### src/rtl/cla_add_sequencer.sv
// cla_add_sequencer: adds two WIDTH-bit operands two bits per clock through
// one shared 2-bit carry-lookahead slice (cla_adder), least-significant slice
// first. Optional subtract mode is enabled by defining CLA_SEQ_SUBTRACT_EN.
//
// Handshake: START is sampled only while the controller is idle. The edge
// that samples START=1 captures A, B and CIN (and SUB). START is ignored while
// BUSY is high, and requests are not queued. DONE is a one-cycle pulse that
// marks SUM/COUT as valid. SUM/COUT then hold until the next DONE or reset.

// 2-bit carry-lookahead slice: generate/propagate with both carries computed
// directly from cin, so neither carry ripples through the other.
module cla_adder (
  input  logic [1:0] a,
  input  logic [1:0] b,
  input  logic       cin,
  output logic [1:0] sum,
  output logic       cout
);
  logic [1:0] g;
  logic [1:0] p;
  logic       c1;

  assign g    = a & b;
  assign p    = a ^ b;
  assign c1   = g[0] | (p[0] & cin);
  assign cout = g[1] | (p[1] & g[0]) | (p[1] & p[0] & cin);
  assign sum  = {p[1] ^ c1, p[0] ^ cin};
endmodule

module cla_add_sequencer #(
  parameter int WIDTH = 8
) (
  input  logic             CLK,
  input  logic             RST,
  input  logic             START,
  input  logic [WIDTH-1:0] A,
  input  logic [WIDTH-1:0] B,
  input  logic             CIN,
`ifdef CLA_SEQ_SUBTRACT_EN
  input  logic             SUB,
`endif
  output logic             BUSY,
  output logic             DONE,
  output logic [WIDTH-1:0] SUM,
  output logic             COUT,
  output logic [1:0]       dbg_state
);
  localparam int BEATS = WIDTH / 2;
  localparam int CW    = (BEATS > 1) ? $clog2(BEATS) : 1;
  localparam logic [CW-1:0] LAST = CW'(BEATS - 1);

  typedef enum logic [1:0] {
    IDLE = 2'd0,
    RUN  = 2'd1,
    FIN  = 2'd2
  } state_t;

  state_t           state;
  logic [WIDTH-1:0] a_sh;
  logic [WIDTH-1:0] b_sh;
  logic [WIDTH-1:0] s_sh;
  logic             c_r;
  logic [CW-1:0]    cnt;

  logic [WIDTH-1:0] b_in;
  logic             cin_in;
  logic [1:0]       slice_sum;
  logic             slice_cout;
  logic [WIDTH-1:0] s_next;

  assign dbg_state = state;

  // Operand conditioning at capture: subtract is A + ~B + ~CIN, so that
  // COUT reads as not-borrow. Without the option no inversion exists.
`ifdef CLA_SEQ_SUBTRACT_EN
  assign b_in   = SUB ? ~B : B;
  assign cin_in = SUB ^ CIN;
`else
  assign b_in   = B;
  assign cin_in = CIN;
`endif

  cla_adder u_slice (
    .a    (a_sh[1:0]),
    .b    (b_sh[1:0]),
    .cin  (c_r),
    .sum  (slice_sum),
    .cout (slice_cout)
  );

  // Result shift register after this beat: new slice bits enter at the top.
  always_comb begin
    s_next              = s_sh >> 2;
    s_next[WIDTH-1 -: 2] = slice_sum;
  end

  // Controller FSM with registered BUSY/DONE/SUM/COUT.
  always_ff @(posedge CLK) begin
    if (RST) begin
      state <= IDLE;
      BUSY  <= 1'b0;
      DONE  <= 1'b0;
      SUM   <= '0;
      COUT  <= 1'b0;
      cnt   <= '0;
      c_r   <= 1'b0;
      a_sh  <= '0;
      b_sh  <= '0;
      s_sh  <= '0;
    end else begin
      case (state)
        IDLE: begin
          DONE <= 1'b0;
          if (START) begin
            a_sh  <= A;
            b_sh  <= b_in;
            c_r   <= cin_in;
            cnt   <= '0;
            BUSY  <= 1'b1;
            state <= RUN;
          end
        end
        RUN: begin
          a_sh <= a_sh >> 2;
          b_sh <= b_sh >> 2;
          s_sh <= s_next;
          c_r  <= slice_cout;
          cnt  <= cnt + 1'b1;
          if (cnt == LAST) begin
            SUM   <= s_next;
            COUT  <= slice_cout;
            DONE  <= 1'b1;
            state <= FIN;
          end
        end
        FIN: begin
          DONE  <= 1'b0;
          BUSY  <= 1'b0;
          state <= IDLE;
        end
        default: begin
          DONE  <= 1'b0;
          BUSY  <= 1'b0;
          state <= IDLE;
        end
      endcase
    end
  end
endmodule

### config.mk
export PLATFORM = sky130hd
export DESIGN_NAME = cla_add_sequencer
export DESIGN_NICKNAME = d
export VERILOG_FILES = /design/src/rtl/cla_add_sequencer.sv
export SDC_FILE = /design/constraint.sdc
export NUM_CORES = 1
export LEC_CHECK = 0
export CAP_MARGIN = 25
export CORE_MARGIN = 1
export CORE_UTILIZATION = 61
export CTS_CLUSTER_SIZE = 25
export DETAILED_ROUTE_END_ITERATION = 10
export DONT_BUFFER_PORTS = 1
export PLACE_DENSITY = 0.77
export SLEW_MARGIN = 15
export SYNTH_ARGS = -nofsm -noshare
export SYNTH_HDL_FRONTEND = slang
export SYNTH_SLANG_ARGS = --single-unit
### constraint.sdc
create_clock -name CLK -period 1.4 [get_ports CLK]
set_input_delay 0.21 -clock CLK [delete_from_list [all_inputs] [get_ports CLK]]
set_output_delay 0.21 -clock CLK [all_outputs]
set_load 0.02 [all_outputs]
==> summary.md <==
| Metric | Value |
|---|---|
| Die extent in y | 54.84 um |
| Slowest stage cell, crit path | fa_1 |
| Vias in the first global route | approximately 1200 |
| Fin crit period | 1338 ps |
| Total routed wirelength | 3451 um |
| Top achievable clock speed | 747.2 MHz |
| Synthesized instance count | 190 |
| CTS Buffer Depth | 2 |
| Distinct cells, synth | 32 |
| Total standard cell area after synthesis | between 1500 and 2000 um2 |
| Total Power | approximately 2200 uW |
| Peak supply drop | about 1 mV |
| Largest net degree at the start of global routing | 39 |
| Sum of overflow across all layers after global routing | 0 |
| Setup repair after global routing missed its margin | yes |
| Most area-consuming cells after synthesis | dfxtp_1 45%, a311oi_2 11%, nand2_1 11%, a21oi_1 5.0%, nor2_1 4.4% |
| Net count reported at finish | 218 |
| Number of gates on the worst path with buffers counted | 5 |
| Class of the most critical setup path | flip-flop to flip-flop |
| Worst hold path stage count | 2 |
| Dpl ws | -1.320 ps |
| Number of clock sinks | 38 |
| Sequential fraction of the synthesis area | 0.4467 |
| Number of buffers created by CTS | 5 |
| Reg2reg end | s_sh[7] |
| Sequential Area | 763.2 um2 |
| Standby leakage power | roughly 0.00067 uW |
| Area share of the largest cell type after synthesis | 0.4467 |
| Count of inserted antenna diode cells | 0 |
| Number of placed I/O pins | 33 |
| ANT nets after route | 0 |
| Final Wtd Congestion | 0.7736 |
| Clk slew on worst S/H paths | about 130 ps |
| Placement Cell Area | 1723 um2 |
| Design Area, Final | 1847 um2 |
| FF-to-FF setup slack | about 62 ps |
| TritonCTS clock tree | built |
| Arr. time, crit path | 1650 ps |
| Worst-case reg-to-reg path depth | 5 |
| Dominant cell type by area after synthesis | dfxtp_1 |
| Worst path setup slack after routing | 61.62 ps |
| Initial standard-cell utilization of the core | 0.6633 |
| Total of flip-flops plus latches after synthesis | 38 |
| Buffers plus inverters on the worst setup path | 1 |
| Run status | finished, final reports clean |
| PwrDens | 1211 nW/um2 |
| Remaining routing DRC violations | 0 |
| 1st-iter DRT viols | 29 |
| Clock latency on the worst-skew pair | 370 ps |
| Total number of vias | 1355 |
| Final-layout fill cell count | 189 |
| Port Buffers | 0 |
| Drt pass-1 iters | 4 |
| Kind of start point of the critical path | flip-flop |
| Initial antenna violation count | 0 |
| Max_cap viols | 0 |
| Area growth from synthesis to final layout | 8.450% |
| Setup fix buffers added after clock tree synthesis | 0 |
| Crit path largest cell delay | around 470 ps |
| Half-perimeter wire length of the detailed placement result | 2379 um |
| Area of the placeable core | 2567 um2 |
| Fraction of final layout cells with drive strength greater than 1 | 0.1949 |
| Final clock skew | about 15 ps |
| Beginning of the worst register-to-register path | a_sh[0] |
| GRT Total Usage | 0.2624 |
| Clock root buffer | clkbuf_4 |
| Wire length of the first global-routing pass | 5313 um |
| Synthesized area divided by synthesized cell count | ~9.0 um2 |
| Least-Margin Pin Slew | 358.8 ps |
| Critical Path Start | a_sh[0] |
| Ratio of final minimum period to clock period | 0.9560 |
| DIE WIDTH | approximately 55 um |
| Kind of path behind the tightest hold check | primary input to flip-flop |
| Worst-case headroom to the max-slew limit | 0.7603 |
| Ys Warns | 0 |
| Floorplan die area | 3007 um2 |
| H-tree depth | 2 |
| Critical path's top delay family | adder cells |
| Via density per instance | about 6.0 |
| Row count | 18 |
| Critical path capture point | s_sh[7] |
| CP required | approximately 1700 ps |
| Count of endpoints failing setup in the final report | 0 |
| Highest fanout seen on the critical path | 3 |
| Area used by multi-input combinational logic | 830.8 um2 |
| Critical path capture point type | flip-flop |
| Final hold violation count | 0 |
| Synthesized net count | roughly 210 |
| Critical Path, Cell by Cell | inv_1 > fa_1 > xnor2_2 > nand2_1 > a21oi_1 |
| Mean routed wirelength per cell | 15.34 um |
| Max-slew violation count | 0 |
## metrics by stage
stage / utilization / hold WS [ps] / TNS [ps] / std cells
6_report: 0.7193 / 17.79 / 0 / 225
5_1_grt: 0.7193 / 12.82 / -1.095 / 225
4_1_cts: 0.7178 / 8.936 / 0 / 225
3_5_place_dp: 0.6711 / 282.5 / -1.320 / 215
3_3_place_gp: 0.6711 / 280.2 / 0 / 215
2_1_floorplan: - / 358.3 / 0 / 190
## registers in the layout, summed over array words and instances (netlist names)
register   flops
COUT           1
s_sh           6
SUM            8
a_sh           8
cnt            2
DONE           1
dbg_state      2
BUSY           1
b_sh           8
c_r            1
## worst register-to-register path, delay by kind of cell (launching register included)
family                     cells  cell delay (ps)
buffers and inverters          1               60
xor gates and xnor gates       1              200
AOI/OAI and AO/OA              1              130
adders and majority gates      1              470
DFF                            1              360
and+or+nand+nor                1               80
## synthesized netlist by cell type (all sizes together)
cell,n
nand3b,1
a21oi,17
nand2b,1
clkbuf,3
and2b,1
and3b,3
o21bai,1
a311oi,13
a211oi,4
a22oi,3
xnor2,1
nor2b,2
fa,1
nor3b,2
buf,12
nand4bb,1
o311a,1
ha,3
o21ai,2
a21o,1
o21ba,1
nand3,1
nand2,51
inv,4
dfxtp,38
nor3,2
nor2,20
## metal layers
| metal | vias to the layer above | share of wire | global-route usage |
|---|---|---|---|
| li1 | 655 | - | - |
| met1 | 647 | 0.40 | 0.2778 |
| met2 | 45 | 0.51 | 0.4618 |
| met3 | 8 | 0.067 | 0.09167 |
| met4 | 0 | 0.020 | 0.1154 |
| met5 | - | 0 | 0 |
## final cells by class
cell class,instances,area share
clock inverters,3,0.02439
multi-input cells,133,0.4499
flip-flops and latches,38,0.4133
clock buffers,5,0.02033
well taps,30,0.02033
repair buffers,12,0.06369
inverters,4,0.008130
## placed cells by master, fill, tap and decap left out, types with 3 or more instances in the layout
cell type	n
a21oi_1	17
a22oi_1	3
a311oi_2	13
buf_4	9
clkbuf_4	5
dfxtp_1	36
ha_1	3
inv_1	4
nand2_1	51
nor2_1	20
## cell families (layout without fill, tap and decap cells)
kind of cell | Yosys count | count (layout) | synth area share
fa+ha+maj | 4 | 4 | 0.03380
simple gates | 85 | 85 | 0.2160
buf+inv | 19 | 24 | 0.07053
xor+xnor | 1 | 1 | 0.005144
flops | 38 | 38 | 0.4467
compound gates | 43 | 43 | 0.2278
## where the power goes
group	internal (uW)	leakage [uW]	switching (uW)
Clock	374	0.0000374	399
Combinational	122	0.000326	164
Sequential	1140	0.000312	39.1
## how the worst min path moves through the flow
| stage | startpoint | to | slack (ps) |
|---|---|---|---|
| 2_1_floorplan | A[7] | a_sh[7] | 360 |
| 3_3_place_gp | RST | SUM[6] | 280 |
| 3_5_place_dp | RST | SUM[6] | 280 |
| 4_1_cts | B[7] | b_sh[7] | 9 |
| 5_1_grt | B[0] | b_sh[0] | 10 |
| 6_report | B[0] | b_sh[0] | 20 |
## timing repair
item,4_1_cts,5_1_grt
pin swaps,0,0
setup endpoints to repair,2,3
endpoints found under the hold margin,38,0
resized for setup,1,3
hold buffers,2,0
Power figures use the tool's default switching activity.
